`config.mk`:
```
export PLATFORM = sky130hd
export DESIGN_NAME = music_key_record_player
export DESIGN_NICKNAME = d
export VERILOG_FILES = /design/src/rtl/music_box_pkg.sv /design/src/rtl/music_key_record_player_if.sv /design/src/rtl/key_event_buffer.sv /design/src/rtl/music_key_record_player.sv
export SDC_FILE = /design/constraint.sdc
export NUM_CORES = 1
export LEC_CHECK = 0
export CAP_MARGIN = 40
export CORE_ASPECT_RATIO = 0.8
export CORE_MARGIN = 1.5
export CORE_UTILIZATION = 23
export DETAILED_ROUTE_END_ITERATION = 8
export GPL_TIMING_DRIVEN = 1
export SETUP_SLACK_MARGIN = 0.4
export SYNTH_ARGS = -nofsm -noshare
export SYNTH_HDL_FRONTEND = slang
export SYNTH_SLANG_ARGS = --single-unit
```
`constraint.sdc`:
```
create_clock -name CLK_1Khz -period 10.1 [get_ports CLK_1Khz]
set_clock_uncertainty 0.1 [all_clocks]
set_input_delay 2.525 -clock CLK_1Khz [delete_from_list [all_inputs] [get_ports CLK_1Khz]]
set_output_delay 2.525 -clock CLK_1Khz [all_outputs]
set_load 0.03 [all_outputs]
```
`src/rtl/music_box_pkg.sv`:
```
// Shared types and constants for the music box key recorder/player.
package music_box_pkg;

    localparam int KEY_W           = 6;
    localparam int DELTA_W_DEFAULT = 10;

    // Keys are active-low, so "nothing pressed" is all ones
    localparam logic [KEY_W-1:0] KEYS_IDLE = 6'h3F;

    typedef enum logic [1:0] {
        ST_IDLE     = 2'd0,
        ST_REC      = 2'd1,
        ST_PLAY     = 2'd2,
        ST_PLAY_END = 2'd3
    } fsm_state_e;

    typedef struct packed {
        logic [DELTA_W_DEFAULT-1:0] delta;
        logic [KEY_W-1:0]           keys;
    } key_event_t;

    function automatic fsm_state_e decode_state(
        input logic [4:0] code,
        input logic [4:0] rec_code,
        input logic [4:0] play_code
    );
        if (code == rec_code) begin
            return ST_REC;
        end
        if (code == play_code) begin
            return ST_PLAY;
        end
        return ST_IDLE;
    endfunction

endpackage

```
`src/rtl/music_key_record_player_if.sv`:
```
// Write/read bus between the record/play controller and the event buffer.
interface music_key_record_player_if #(
    parameter int DEPTH   = 64,
    parameter int DELTA_W = 10
);
    import music_box_pkg::*;

    localparam int AW = (DEPTH > 1) ? $clog2(DEPTH) : 1;
    localparam int W  = DELTA_W + KEY_W;

    logic          wr_en;
    logic [AW-1:0] wr_addr;
    logic [W-1:0]  wr_data;
    logic [AW-1:0] rd_addr;
    logic [W-1:0]  rd_data;

    modport master (
        output wr_en,
        output wr_addr,
        output wr_data,
        output rd_addr,
        input  rd_data
    );

    modport slave (
        input  wr_en,
        input  wr_addr,
        input  wr_data,
        input  rd_addr,
        output rd_data
    );

endinterface

```
`src/rtl/key_event_buffer.sv`:
```
// DEPTH-entry event store: one synchronous write port, one combinational read port.
module key_event_buffer
    import music_box_pkg::*;
#(
    parameter int DEPTH   = 64,
    parameter int DELTA_W = 10
)(
    input logic                      clk,
    music_key_record_player_if.slave bus
);

    localparam int W = DELTA_W + KEY_W;

    // Contents are deliberately left unreset; the event count gates every read.
    logic [W-1:0] mem_q [DEPTH];

    always_ff @(posedge clk) begin
        if (bus.wr_en) begin
            mem_q[bus.wr_addr] <= bus.wr_data;
        end
    end

    assign bus.rd_data = mem_q[bus.rd_addr];

endmodule

```
`src/rtl/music_key_record_player.sv`:
```
// Records timestamped key changes while in the record state and replays them cycle-exactly.
module music_key_record_player
    import music_box_pkg::*;
#(
    parameter int         DEPTH        = 64,
    parameter int         DELTA_W      = 10,
    parameter logic [4:0] STATE_RECORD = 5'd3,
    parameter logic [4:0] STATE_PLAY   = 5'd4
)(
    input  logic        CLK_1Khz,
    input  logic        reset_n,
    input  logic [4:0]  currentState,
    input  logic [5:0]  input_MusicKey,
    output logic [5:0]  output_MusicKey,
    output logic [6:0]  eventCount,
    output logic        recordingFull,
    output logic        playbackDone,
    output logic [31:0] debugString
);

    localparam int                 AW        = (DEPTH > 1) ? $clog2(DEPTH) : 1;
    localparam logic [6:0]         DEPTH_C   = 7'(DEPTH);
    localparam logic [DELTA_W-1:0] DELTA_MAX = '1;

    fsm_state_e state_q, state_d, decoded, cur_mode;
    logic       entry;
    logic       play_last;
    logic       wr_en;

    logic [6:0]         cnt_q, cnt_d;
    logic [6:0]         rd_q, rd_d;
    logic [DELTA_W-1:0] delta_q, delta_d;
    logic [DELTA_W-1:0] timer_q, timer_d;
    logic [5:0]         key_q, key_d;
    logic [5:0]         out_q, out_d;
    logic               full_q, full_d;

    logic [DELTA_W-1:0] rd_delta;
    logic [5:0]         rd_keys;

    music_key_record_player_if #(.DEPTH(DEPTH), .DELTA_W(DELTA_W)) buf_if ();

    key_event_buffer #(
        .DEPTH   (DEPTH),
        .DELTA_W (DELTA_W)
    ) u_key_event_buffer (
        .clk (CLK_1Khz),
        .bus (buf_if)
    );

    assign buf_if.wr_en   = wr_en & reset_n;
    assign buf_if.wr_addr = cnt_q[AW-1:0];
    assign buf_if.wr_data = {delta_q, input_MusicKey};
    assign buf_if.rd_addr = rd_q[AW-1:0];
    assign {rd_delta, rd_keys} = buf_if.rd_data;

    // PLAY_END is still "playing" as far as the decoded request is concerned
    assign decoded   = decode_state(currentState, STATE_RECORD, STATE_PLAY);
    assign cur_mode  = (state_q == ST_PLAY_END) ? ST_PLAY : state_q;
    assign entry     = (decoded != cur_mode);
    assign play_last = (rd_q == cnt_q);

    always_ff @(posedge CLK_1Khz) begin
        if (!reset_n) begin
            state_q <= ST_IDLE;
        end else begin
            state_q <= state_d;
        end
    end

    always_comb begin : next_state_comb
        state_d = state_q;
        if (entry) begin
            state_d = decoded;
        end else if ((state_q == ST_PLAY) && play_last) begin
            state_d = ST_PLAY_END;
        end
    end

    always_comb begin : output_comb
        cnt_d   = cnt_q;
        full_d  = full_q;
        delta_d = delta_q;
        key_d   = key_q;
        rd_d    = rd_q;
        timer_d = timer_q;
        out_d   = out_q;
        wr_en   = 1'b0;
        if (entry) begin
            out_d = KEYS_IDLE;
            case (decoded)
                ST_REC: begin
                    cnt_d   = '0;
                    full_d  = 1'b0;
                    delta_d = '0;
                    key_d   = KEYS_IDLE;
                end
                ST_PLAY: begin
                    rd_d    = '0;
                    timer_d = '0;
                end
                default: begin
                end
            endcase
        end else begin
            case (state_q)
                ST_REC: begin
                    if (cnt_q == DEPTH_C) begin
                        full_d = 1'b1;
                    end else if ((input_MusicKey != key_q) || (delta_q == DELTA_MAX)) begin
                        wr_en   = 1'b1;
                        key_d   = input_MusicKey;
                        delta_d = '0;
                        cnt_d   = cnt_q + 7'd1;
                        full_d  = (cnt_q + 7'd1 == DEPTH_C);
                    end else begin
                        delta_d = delta_q + 1'b1;
                    end
                end
                ST_PLAY: begin
                    if (play_last) begin
                        out_d = KEYS_IDLE;
                    end else if (timer_q == rd_delta) begin
                        out_d   = rd_keys;
                        rd_d    = rd_q + 7'd1;
                        timer_d = '0;
                    end else begin
                        timer_d = timer_q + 1'b1;
                    end
                end
                default: begin
                    out_d = KEYS_IDLE;
                end
            endcase
        end
    end

    always_ff @(posedge CLK_1Khz) begin
        if (!reset_n) begin
            cnt_q   <= '0;
            full_q  <= 1'b0;
            delta_q <= '0;
            key_q   <= KEYS_IDLE;
            rd_q    <= '0;
            timer_q <= '0;
            out_q   <= KEYS_IDLE;
        end else begin
            cnt_q   <= cnt_d;
            full_q  <= full_d;
            delta_q <= delta_d;
            key_q   <= key_d;
            rd_q    <= rd_d;
            timer_q <= timer_d;
            out_q   <= out_d;
        end
    end

    // Done is decided in the cycle that finds the buffer exhausted, so it is not registered
    assign playbackDone    = reset_n && (state_q == ST_PLAY) && !entry && play_last;
    assign output_MusicKey = out_q;
    assign eventCount      = cnt_q;
    assign recordingFull   = full_q;
    assign debugString     = {8'(rd_q), 8'(cnt_q), 4'(state_q), 12'(timer_q)};

endmodule

```
==> qor.tcl, run 1 <==
set qor(grt_start_max_net_pins) 83
set qor(routed_wire_length_per_instance_um) 23.8
set qor(starting_density_pct) 23.2
set qor(drv_slew) 0
set qor(netSwitchingFraction_pct) 19.6
set qor(final.hold.worst_slack_ns) 0.437
set qor(route.detailed.vias_per_inst) 4.54
set qor(worstHoldPathCells) 2
set qor(power.share.sequential_pct) 54.3
set qor(gp_congestion) 0.905
set qor(fp-row-count) 141
set qor(die_x_um) 485
set qor(power.leakage_nw) 16.0
set qor(layout-drive-gt1-share_pct) 26.2
set qor(slew-limit-headroom_pct) 39.1
set qor(result_of_the_run) {completed}
set qor(irDropWorstVdd_uv) 128
set qor(nNetsFinal) 2289
set qor(final.setup.tns_ns) 0
set qor(drt_wl_total_mm) 114
set qor(clock_sink_count) 1079
set qor(dieArea_um2) 189000
set qor(number_of_max_cap_violations) 0
set qor(tritoncts.num_buffers) 107
set qor(timing.final.crit_share_pct) 70.2
set qor(post_cts_hold_buffer_count) 0
set qor(netlist.area_leader.share_pct) 71.9
set qor(achievable-frequency_mhz) 141
set qor(tritoncts_clock_tree) {built}
set qor(post_synth_instance_area_um2) 42800
set qor(switching_power_w) 0.00175
set qor(crit_required_ns) 7.48
set qor(grt_remaining_overflow) 0
set qor(p_int_w) 0.00718
set qor(area_delta_synth_final_pct) 18.3
set qor(critical_path.max_stage_delay_ns) 0.68
set qor(finalCriticalPeriod_ns) 7.09
set qor(seq_area_frac_synth_pct) 74.5
set qor(post-cts-setup-buffers) 0
set qor(rsz_0062_raised_after_global_routing) {false}
set qor(groute.usage.overall_pct) 11.8
set qor(number_of_global_route_vias_before_repair) 21300
set qor(ys_warn_count) 0
set qor(cts_resized) 0
set qor(initial_antenna_violation_count) 4
set qor(grt_pass1_wl_mm) 162
set qor(synth.top_cells.by_area) {sky130_fd_sc_hd__edfxtp_1, sky130_fd_sc_hd__mux4_2, sky130_fd_sc_hd__dfxtp_1}
set qor(critical_path.slowest_cell) {sky130_fd_sc_hd__clkdlybuf4s50_1}
set qor(synthCells) 2101
set qor(hold_path_class) {flip-flop to flip-flop}
set qor(worst-endpoint-arrival_ns) 4.46
set qor(cts-htree-levels) 3
set qor(async_flop_share_pct) 0
set qor(place.port_buffers) 53
set qor(reg2reg_depth) 10
set qor(timing.setup.critical_path_class) {input port to output pin}
set qor(coreArea_um2) 185000
set qor(first_pass_iteration_count_of_the_detailed_router) 6
set qor(cts_buffer_depth) 3
set qor(setup-violations-final) 0
set qor(final-instance-count-excl-fill) 4794
set qor(place.detailed.hpwl_mm) 72.3
set qor(startpoint_type) {input port}
set qor(drt_iter0_drc) 2684
set qor(dp_cells) 4593
set qor(comb_power_share_pct) 1.3
set qor(pwr-share-clk_pct) 44.4
set qor(yosys_most_used_dff) {sky130_fd_sc_hd__edfxtp_1}
set qor(timing.critical_path.fanout_max) 6
set qor(synth_top_area_cell) {sky130_fd_sc_hd__edfxtp_1}
set qor(die_h_um) 389
set qor(post_synth_edffs) 1024
set qor(post_synthesis_mean_instance_area_um2) 20.4
set qor(detail_route.drc_violations) 0
set qor(timing_hold_violations_final) 0
set qor(cts.clk_slew.worst_paths_ns) 0.06
set qor(tightestPinTransition_ns) 0.914
set qor(clock-root-buffer) {sky130_fd_sc_hd__clkbuf_16}
set qor(powerDensity_nw_per_um2) 177
set qor(clkLatencyLatePin_ns) 0.70
set qor(total_via_count_in_the_routed_design) 21800
set qor(io_pins) 60
set qor(path_cells) {clkdlybuf4s50_1 > nor2_1 > and3_1 > and2_1 > nand2_1 > nor2_1 > clkdlybuf4s50_1}
set qor(seq_cells_post_synth) 1079
set qor(ant_nets) 0
set qor(worst_setup_path_end_kind) {output pin}
set qor(distinct_cells_synth) 73
## synth_stat cells (8+ instances only)
master and count:
sky130_fd_sc_hd__nand2_1 62, sky130_fd_sc_hd__buf_2 29, sky130_fd_sc_hd__o22ai_1 10, sky130_fd_sc_hd__clkbuf_1 31, sky130_fd_sc_hd__a22o_1 10, sky130_fd_sc_hd__buf_4 33
sky130_fd_sc_hd__nand3_1 43, sky130_fd_sc_hd__a21oi_1 12, sky130_fd_sc_hd__o211ai_1 18, sky130_fd_sc_hd__mux2_2 12, sky130_fd_sc_hd__edfxtp_1 1024, sky130_fd_sc_hd__nand4_1 13
sky130_fd_sc_hd__xor2_1 17, sky130_fd_sc_hd__a221o_1 9, sky130_fd_sc_hd__a22oi_1 18, sky130_fd_sc_hd__xnor2_1 22, sky130_fd_sc_hd__buf_1 12, sky130_fd_sc_hd__and2_1 11
sky130_fd_sc_hd__buf_6 14, sky130_fd_sc_hd__o21ai_0 26, sky130_fd_sc_hd__mux4_1 18, sky130_fd_sc_hd__and3_1 22, sky130_fd_sc_hd__nor3_1 13, sky130_fd_sc_hd__dfxtp_1 55
sky130_fd_sc_hd__mux2i_1 65, sky130_fd_sc_hd__nand3b_1 8, sky130_fd_sc_hd__or3_1 9, sky130_fd_sc_hd__nor2b_1 17, sky130_fd_sc_hd__mux4_2 244, sky130_fd_sc_hd__inv_1 11
sky130_fd_sc_hd__nor2_1 111
## power by group through the flow
stage,logic (W),clock network [W],registers (W)
after CTS,0.000121,0.00403,0.00485
after detailed placement,0.000121,0,0.00495
final,0.000119,0.00396,0.00485
after floorplan,0.0000571,0,0.00495
after global placement,0.000118,0,0.00495
after global routing,0.000127,0.00419,0.00485
## registers in the layout (all words and copies together) (netlist names), named ones only
signal and count:
u_key_event_buffer.mem_q 1024, delta_q 10, timer_q 10, eventCount 7
rd_q 7, key_q 6, output_MusicKey 6, state_q 2
recordingFull 1
## stage by stage
step / worst slack (ns) / util [%] / area, um^2 / total power, W
4_1_cts: 2.99 / 27.4 / 50600 / 0.00900
3_3_place_gp: 3.02 / 25.0 / 46200 / 0.00506
3_5_place_dp: 3.00 / 25.5 / 47100 / 0.00507
5_1_grt: 2.80 / 27.4 / 50600 / 0.00917
2_1_floorplan: 3.95 / - / 42800 / 0.00501
6_report: 3.01 / 27.4 / 50600 / 0.00893
## final timing paths
kind / start / end / slack [ns]
worst max-delay path: currentState[3] / playbackDone / 3.01
worst min-delay path: key_q[0] / key_q[0] / 0.44
worst max register to register: flip-flop / output_MusicKey[5] / 4.74
worst min register to register: key_q[0] / key_q[0] / 0.44
## area by class of cell
type,instances,area (um^2)
Fill cell,18000,134000
Sequential cell,1079,31900
Multi-Input combinational cell,889,10200
Tap cell,2431,3040
Clock buffer,129,2820
Timing Repair Buffer,179,1900
Clock inverter,68,662
Inverter,15,56.3
Antenna cell,4,10.0
## layout by cell type (no fill, tap or decap), types with 19 or more instances in the layout
master,instances
sky130_fd_sc_hd__nand2_1,62
sky130_fd_sc_hd__o21ai_0,26
sky130_fd_sc_hd__mux2i_1,65
sky130_fd_sc_hd__nor2_1,62
sky130_fd_sc_hd__xnor2_1,22
sky130_fd_sc_hd__dfxtp_1,41
sky130_fd_sc_hd__buf_8,52
sky130_fd_sc_hd__and3_1,22
sky130_fd_sc_hd__mux4_2,244
sky130_fd_sc_hd__nor2_2,51
sky130_fd_sc_hd__clkbuf_1,19
sky130_fd_sc_hd__nand3_1,43
sky130_fd_sc_hd__buf_4,67
sky130_fd_sc_hd__clkdlybuf4s50_1,47
sky130_fd_sc_hd__clkbuf_16,110
sky130_fd_sc_hd__clkinv_1,29
sky130_fd_sc_hd__edfxtp_1,1024
## critical path: cells and delay by family
kind | cells | cell delay (ns)
buffers and inverters | 2 | 1.07
AND/OR/NAND/NOR | 5 | 0.86
## layer usage
metal | wire, um | global-route usage [%]
met2 | 51800 | 18.0
met1 | 48700 | 16.5
met3 | 9180 | 2.68
met5 | 25 | 0
met4 | 4200 | 4.22
## logic make-up after synthesis
group / after synthesis / synth area share, %
simple gates: 336 / 3.87
flops: 1079 / 74.5
compound gates: 163 / 2.90
xor+xnor: 40 / 0.837
other cells: 1 / 0.00877
fa+ha+maj: 5 / 0.146
buf+inv: 138 / 1.98
mux: 339 / 15.8
No activity file was read; power rests on OpenSTA's default activity.
==> run 2, diff against run 1 <==
==> constraint.sdc (replaced) <==
create_clock -name CLK_1Khz -period 6.7 [get_ports CLK_1Khz]
set_clock_uncertainty 0.1 [all_clocks]
set_input_delay 1.675 -clock CLK_1Khz [delete_from_list [all_inputs] [get_ports CLK_1Khz]]
set_output_delay 1.675 -clock CLK_1Khz [all_outputs]
set_load 0.03 [all_outputs]
==> run 2 against run 1 <==
  * Sequential power is 51% higher
  * Global-route usage barely moved
  * Wire length is 0.19% lower
  * Final area fell by 0.70%
  * Critical path depth unchanged
  * Sequential share of layout area grew 0.44 points
  * Critical endpoint unchanged
  * Clock-buffer cell count rose by 1
  * Clock power up 46%
  * Setup slack got worse by 1.7 ns
==> qor.tcl, run 2 (same netlist as run 1, synthesis figures left out) <==
set qor(result_of_the_run) {completed} ;# unchanged
set qor(gp_congestion) 0.926 ;# was 0.905
set qor(drv_slew) 0 ;# unchanged
set qor(layout-drive-gt1-share_pct) 26.0 ;# was 26.2%
set qor(die_h_um) 389 ;# unchanged
set qor(worst-endpoint-arrival_ns) 3.58 ;# was 4.46 ns
set qor(place.detailed.hpwl_mm) 72.8 ;# was 72.3 mm
set qor(io_pins) 60 ;# unchanged
set qor(cts-htree-levels) 3 ;# unchanged
set qor(final.hold.worst_slack_ns) 0.434 ;# was 0.437 ns
set qor(post_cts_hold_buffer_count) 0 ;# unchanged
set qor(detail_route.drc_violations) 0 ;# unchanged
set qor(route.detailed.vias_per_inst) 4.57 ;# was 4.54
set qor(grt_start_max_net_pins) 68 ;# was 83
set qor(most-common-layout-cells) {sky130_fd_sc_hd__edfxtp_1, sky130_fd_sc_hd__mux4_2, sky130_fd_sc_hd__clkbuf_16} ;# unchanged
set qor(clock_sink_count) 1079 ;# unchanged
set qor(cts_buffer_depth) 3 ;# unchanged
set qor(achievable-frequency_mhz) 187
set qor(clock-root-buffer) {sky130_fd_sc_hd__clkbuf_16} ;# unchanged
set qor(total_via_count_in_the_routed_design) 21900 ;# was 21800
set qor(cts.clk_slew.worst_paths_ns) 0.06 ;# about the same
set qor(final-instance-count-excl-fill) 4786 ;# was 4794
set qor(powerDensity_nw_per_um2) 265 ;# was 177 nW/um^2
set qor(finalCriticalPeriod_ns) 5.35
set qor(area_delta_synth_final_pct) 17.4 ;# was 18.3%
set qor(drt_iter0_drc) 2663 ;# was 2684
set qor(timing.critical_path.fanout_max) 6 ;# unchanged
set qor(dieArea_um2) 189000 ;# unchanged
set qor(final.setup.tns_ns) 0 ;# unchanged
set qor(n_fill_cell) 18000 ;# about the same
set qor(dp_cells) 4590 ;# was 4593
set qor(setup-violations-final) 0 ;# unchanged
set qor(coreArea_um2) 185000 ;# unchanged
set qor(number_of_global_route_vias_before_repair) 21400 ;# was 21300
set qor(largest_register_ff_count) 1024 ;# unchanged
set qor(tritoncts.num_buffers) 105 ;# was 107
set qor(layout_commonest_cell) {sky130_fd_sc_hd__edfxtp_1} ;# unchanged
set qor(timing.final.crit_share_pct) 79.9
set qor(startpoint_type) {input port} ;# unchanged
set qor(clkLatencyLatePin_ns) 0.68 ;# was 0.70 ns
set qor(die_x_um) 485 ;# unchanged
set qor(largest_registers) {u_key_event_buffer.mem_q: 1024 flops, delta_q: 10 flops, timer_q: 10 flops} ;# unchanged
set qor(grt_remaining_overflow) 0 ;# unchanged
set qor(tritoncts_clock_tree) {built} ;# unchanged
set qor(nNetsFinal) 2287 ;# was 2289
set qor(number_of_max_cap_violations) 0 ;# unchanged
set qor(power.leakage_nw) 16.0 ;# about the same
set qor(fp-row-count) 141 ;# unchanged
set qor(cts_resized) 0 ;# unchanged
set qor(timing.setup.critical_path_class) {input port to output pin} ;# unchanged
set qor(post-cts-setup-buffers) 0 ;# unchanged
set qor(ant_nets) 0 ;# unchanged
set qor(hold_path_class) {flip-flop to flip-flop} ;# unchanged
set qor(groute.usage.overall_pct) 11.8 ;# about the same
set qor(drt_wl_total_mm) 114 ;# about the same
set qor(worst_setup_path_end_kind) {output pin} ;# unchanged
set qor(top_register) {u_key_event_buffer.mem_q} ;# unchanged
set qor(routed_wire_length_per_instance_um) 23.8 ;# about the same
set qor(place.port_buffers) 53 ;# unchanged
set qor(grt_pass1_wl_mm) 163 ;# was 162 mm
set qor(irDropWorstVdd_uv) 199 ;# was 128 uV
set qor(initial_antenna_violation_count) 10 ;# was 4
set qor(slew-limit-headroom_pct) 36.9 ;# was 39.1%
set qor(first_pass_iteration_count_of_the_detailed_router) 5 ;# was 6
set qor(tightestPinTransition_ns) 0.946 ;# was 0.914 ns
set qor(starting_density_pct) 23.2 ;# unchanged
set qor(timing_hold_violations_final) 0 ;# unchanged
set qor(crit_required_ns) 4.93 ;# was 7.48 ns
set qor(rsz_0062_raised_after_global_routing) {false} ;# unchanged
==> run 2: cell count changes in the layout (fill, tap and decap cells not counted), moves of 3 or more <==
cell,delta
sky130_fd_sc_hd__clkinv_2,+4
sky130_fd_sc_hd__clkbuf_1,+3
sky130_fd_sc_hd__clkinvlp_4,-4
sky130_fd_sc_hd__buf_4,+27
sky130_fd_sc_hd__buf_8,-30
==> run 2: worst paths after layout <==
| check | from | end | slack [ns] | depth (start not counted) |
|---|---|---|---|---|
| worst max-delay path | currentState[3] | playbackDone | 1.35 | 7 |
| worst min-delay path | key_q[2] | key_q[2] | 0.43 | 2 |
| worst max register to register | flip-flop | output_MusicKey[2] | 1.59 | 10 |
| worst min register to register | key_q[2] | key_q[2] | 0.43 | 2 |
==> run 2: through the flow <==
step / power [W] / setup WS, ns / util [%] / instance area [um^2]
3_5_place_dp: 0.00764 / 0.831 / 25.4 / 46800
3_3_place_gp: 0.00763 / 0.853 / 25.1 / 46400
4_1_cts: 0.0134 / 1.34 / 27.2 / 50200
6_report: 0.0133 / 1.35 / 27.2 / 50200
5_1_grt: 0.0136 / 1.21 / 27.2 / 50200
2_1_floorplan: 0.00754 / 2.25 / - / 42800
==> run 2: area by class of cell <==
cell class	instances	area [um^2]	share of cell area [%]
tap	2431	3040	6.06
sequential	1079	31900	63.5
inverter	15	56.3	0.112
multi-input combinational	889	10200	20.3
clock buffer	130	2790	5.54
clock inverter	61	561	1.12
timing repair buffer	179	1690	3.37
antenna	2	5.00	0.00996
==> run 2: metal layers <==
| metal | wire length, um | global-route usage, % | vias up | part of all wire (%) |
|---|---|---|---|---|
| li1 | - | - | 9048 | - |
| met1 | 49400 | 16.9 | 11600 | 43 |
| met2 | 51600 | 18.1 | 999 | 45 |
| met3 | 9220 | 2.26 | 186 | 8.1 |
| met4 | 3370 | 3.57 | 2 | 3.0 |
| met5 | 17 | 0 | - | 0.015 |
==> run 2: worst max-delay path, cell delays in order <==
cell and delay, ns:
sky130_fd_sc_hd__clkdlybuf4s50_1 0.40, sky130_fd_sc_hd__nor2_1 0.18, sky130_fd_sc_hd__and3_1 0.30, sky130_fd_sc_hd__and2_1 0.19, sky130_fd_sc_hd__nand2_1 0.06, sky130_fd_sc_hd__nor2_1 0.09
sky130_fd_sc_hd__clkdlybuf4s50_1 0.68
==> run 2: power breakdown <==
| group | total (W) | switching (W) | internal (W) | leakage (nW) |
|---|---|---|---|---|
| clock | 0.00580 | 0.00247 | 0.00332 | 1.63 |
| sequential | 0.00731 | 0.00000594 | 0.00731 | 10.6 |
| combinational | 0.000176 | 0.000123 | 0.0000528 | 3.77 |
| total | 0.0133 | 0.00260 | 0.0107 | 16.0 |
==> patch 1, RTL diff (settings of run 2) <==
`DELTA_W` is set to 10 in 3 places; all go to 8.
--- a/src/rtl/music_key_record_player_if.sv
+++ b/src/rtl/music_key_record_player_if.sv
@@ -1,7 +1,7 @@
 // Write/read bus between the record/play controller and the event buffer.
 interface music_key_record_player_if #(
     parameter int DEPTH   = 64,
-    parameter int DELTA_W = 10
+    parameter int DELTA_W = 8
 );
     import music_box_pkg::*;
 
--- a/src/rtl/key_event_buffer.sv
+++ b/src/rtl/key_event_buffer.sv
@@ -3,7 +3,7 @@
     import music_box_pkg::*;
 #(
     parameter int DEPTH   = 64,
-    parameter int DELTA_W = 10
+    parameter int DELTA_W = 8
 )(
     input logic                      clk,
     music_key_record_player_if.slave bus
--- a/src/rtl/music_key_record_player.sv
+++ b/src/rtl/music_key_record_player.sv
@@ -3,7 +3,7 @@
     import music_box_pkg::*;
 #(
     parameter int         DEPTH        = 64,
-    parameter int         DELTA_W      = 10,
+    parameter int         DELTA_W      = 8,
     parameter logic [4:0] STATE_RECORD = 5'd3,
     parameter logic [4:0] STATE_PLAY   = 5'd4
 )(
Function: no difference found for any inputs over 4 cycles, from zero or initial values and one cycle with reset_n low; that may be too few to reach the edited logic, so the function may still have changed.
==> patch 1 against run 2 <==
Synthesized area shrank 13%. Maximum frequency shrank 0.35%. Via count shrank 12%. Wire length down 13%. Largest cell class unchanged. Core utilization down 0.12 points. Sequential cell count shrank 132. Total power fell by 14%. Cell area decreased by 13%. Count of clock-buffer cells in the layout fell by 17. Setup slack worse by 0.019 ns. Largest power group unchanged. Critical path type unchanged.
==> patch 1: results (changes against run 2) <==
INFO  outcome        outcome=finished, final reports clean
INFO  route          route.detailed.wl_per_inst=23.5µm [-0.88%]
INFO  power_and_ir_drop vdd.ir_drop.worst=0.000176V [-12%]
INFO  final_layout   n_antenna_cell=0 [-2]
INFO  place          place_inst=4,062 [-12%]
INFO  logic_synthesis muxShareOfSynthArea=16.0% [+0.20 points]
INFO  logic_synthesis post_synthesis_compound_gate_area_fraction=2.68% [-0.23 points]
INFO  logic_synthesis synth-adder-area-share=0.168% [+0.021 points]
INFO  route          met2_length=42.0mm [-19%]
INFO  global_route   first_global_vias=19,012 [-11%]
INFO  route          met1_length=45.3mm [-8.4%]
INFO  route          route.vias.total=19,169 [-12%]
INFO  place          io_buffers=51 [-3.8%]
INFO  final_layout   fill_cells=16,074 [-11%]
INFO  clocking       cts_buffers=89 [-15%]
INFO  final_layout   final_net_count=2,028 [-11%]
INFO  final_layout   biggestRegsByFlops=u_key_event_buffer.mem_q (896), delta_q (8), timer_q (8)
INFO  global_route   globalRouteMet1Util=17.5% [+0.55 points]
INFO  place          globalplace.congestion=0.794 [-14%]
INFO  logic_synthesis synthXorXnorAreaFrac=0.797% [-0.039 points]
INFO  logic_synthesis ys_seq_area_share=74.8% [+0.32 points]
INFO  power_and_ir_drop power_switching=2.28mW [-12%]
INFO  setup_path     critical-path-max-stage-delay=0.70ns [+0.02 ns]
INFO  logic_synthesis netlist_top_cells_area=sky130_fd_sc_hd__edfxtp_1 (72%), sky130_fd_sc_hd__mux4_2 (14%), sky130_fd_sc_hd__dfxtp_1 (2.7%)
INFO  global_route   grt.met3_usage=3.92% [+1.7 points]
## patch 1: path summary, 6_finish.rpt
check                      from            endpoint  cells after the start
max             currentState[3]        playbackDone                      6
min          output_MusicKey[3]  output_MusicKey[3]                      1
max reg2reg           flip-flop  output_MusicKey[1]                     10
min reg2reg  output_MusicKey[3]  output_MusicKey[3]                      1
## patch 1: cell type report
cell class	count	area (µm²)	share of cell area, %
multi-input combinational	789	8830	20.2
clock inverter	47	408	0.933
tap	2144	2680	6.13
inverter	11	41.3	0.0944
timing repair buffer	172	1460	3.34
clock buffer	113	2370	5.42
sequential	947	28000	63.9
## patch 1: cell families (layout without fill, tap and decap cells)
| family | Yosys count | in the layout |
|---|---|---|
| simple gates | 291 | 291 |
| mux | 310 | 310 |
| buf+inv | 123 | 343 |
| flops | 947 | 947 |
| fa+ha+maj | 5 | 5 |
| xor+xnor | 34 | 34 |
| compound gates | 141 | 141 |
| other cells | 1 | 8 |
==> patch 2, RTL diff (flow settings as in run 2) <==
Without the edit above. Take the reset off `rd_q` and load it in a clocked block of its own.
--- a/src/rtl/music_key_record_player.sv
+++ b/src/rtl/music_key_record_player.sv
@@ -141,7 +141,6 @@
             full_q  <= 1'b0;
             delta_q <= '0;
             key_q   <= KEYS_IDLE;
-            rd_q    <= '0;
             timer_q <= '0;
             out_q   <= KEYS_IDLE;
         end else begin
@@ -149,10 +148,13 @@
             full_q  <= full_d;
             delta_q <= delta_d;
             key_q   <= key_d;
-            rd_q    <= rd_d;
             timer_q <= timer_d;
             out_q   <= out_d;
         end
+    end
+
+    always_ff @(posedge CLK_1Khz) begin
+        rd_q <= rd_d;
     end
 
     // Done is decided in the cycle that finds the buffer exhausted, so it is not registered
Formal check against the unedited RTL: no difference found for any inputs over 4 cycles, from zero or initial values and one cycle with reset_n low; that may be too few to reach the edited logic, so the function may still have changed.
==> patch 2 against run 2 <==
Total power down 2.3%. Cell area down 1.2%. Global-route usage down 0.25 points. Maximum frequency down 4.5%. Synthesized area down 0.94%. Synthesized cell count down 1.9%. Sequential cell count unchanged. Core utilization about the same. Wire length down 3.2%. Clock power down 6.9%. Count of clock-buffer cells in the layout down 5. Setup slack worse by 0.25 ns. Largest cell class unchanged.
==> patch 2: results (changes against run 2) <==
INFO  global_route   first_global_vias=20,855 [-2.6%]
INFO  timing         fin_hold_ws=0.340ns [-0.0932 ns]
INFO  setup_path     arrival=3.83ns [+0.25 ns]
INFO  logic_synthesis netlist_top_cells_count=sky130_fd_sc_hd__edfxtp_1 (1,031), sky130_fd_sc_hd__mux4_2 (278), sky130_fd_sc_hd__nor2_1 (120), sky130_fd_sc_hd__nand2_1 (72), sky130_fd_sc_hd__mux2i_1 (50)
INFO  outcome        outcome=finished, final reports clean
INFO  global_route   track_usage=11.6% [-0.25 points]
INFO  final_layout   final_net_count=2,257 [-1.3%]
INFO  setup_path     crit_path_max_fanout=5 [-1]
INFO  setup_path     critical-path-max-stage-delay=0.72ns [+0.04 ns]
INFO  logic_synthesis yosysUniqueCellTypes=61 [-16%]
INFO  setup_path     worstSetupStartpoint=currentState[0]
INFO  global_route   initial_antenna_violation_count=9 [-1]
INFO  route          drt_iter0_drc=2,681 [+0.68%]
INFO  logic_synthesis syn-instance-count=2,061 [-1.9%]
INFO  route          average_via_count_per_standard_cell=4.50 [-1.5%]
INFO  route          route.final.wire_length=110mm [-3.2%]
INFO  place          place_ws=1.06ns [+0.232 ns]
INFO  global_route   wire_length_of_the_first_global_routing_pass=157mm [-3.3%]
INFO  logic_synthesis ys_seq_area_share=75.3% [+0.87 points]
INFO  final_layout   fill_cells=18,091 [+0.34%]
INFO  power_and_ir_drop power_switching_share=20.0% [+0.46 points]
INFO  logic_synthesis netlist_top_cells_area=sky130_fd_sc_hd__edfxtp_1 (73%), sky130_fd_sc_hd__mux4_2 (15%), sky130_fd_sc_hd__dfxtp_1 (2.3%)
INFO  final_layout   layout-drive-gt1-share=27.5% [+1.5 points]
INFO  place          post_dp_cell_area=0.0466mm² [-0.52%]
INFO  place          globalplace.congestion=0.804 [-13%]
INFO  place          place_inst=4,550 [-0.87%]
patch 2: cell count changes in the layout (fill, tap and decap cells not counted), sizes merged, moves of 8 or more:
cell,change
mux4,+16
o211ai,-16
mux2i,-15
and3,-16
a21oi,+11
a221o,-8
nand2,+10
clkinv,-14
patch 2: metal layers:
metal | GRT usage, % | share of wire (%) | up-vias
met1 | 17.0 | 44 | 11372
met5 | 0 | 0 | -
met3 | 2.02 | 7.6 | 145
li1 | - | - | 8836
met4 | 3.46 | 2.8 | 0
met2 | 17.4 | 46 | 905
patch 2: power groups by stage:
stage / logic (mW) / registers [mW] / clock network, mW
floorplan: 0.134 / 7.46 / 0
global placement: 0.250 / 7.47 / 0
detailed placement: 0.256 / 7.47 / 0
CTS: 0.256 / 7.32 / 5.50
global route: 0.266 / 7.32 / 5.75
finish: 0.252 / 7.32 / 5.40
patch 2: worst register-to-register path, delay by kind of cell, from the launching register on:
kind            cells  cell delay (ns)
flops               1             0.83
xor+xnor            1             0.17
compound gates      2             0.74
mux                 3             0.88
buf+inv             2             0.78
simple gates        3             1.31
patch 2: final timing paths:
kind | endpoint | cells past startpoint
worst max register to register | rd_q[3] | 11
worst min register to register | output_MusicKey[5] | 2
worst min-delay path | output_MusicKey[5] | 2
worst max-delay path | playbackDone | 6
patch 2: cell families after synthesis:
family	Yosys count	synth area share, %
DFF	1079	75.3
muxes	342	16.3
and+or+nand+nor	337	3.79
buffers and inverters	130	1.58
AOI/OAI and AO/OA	126	1.96
xor gates and xnor gates	41	0.847
adders and majority gates	5	0.148
other	1	0.00885
patch 2: area by class of cell:
class	instances	area [µm²]	share of cell area, %
flip-flops and latches	1079	32000	64.4
multi-input cells	857	9930	20.0
well taps	2414	3020	6.08
clock buffers	125	2680	5.40
repair buffers	184	1640	3.30
clock inverters	51	369	0.743
inverters	16	60.1	0.121
diodes	1	2.50	0.00504
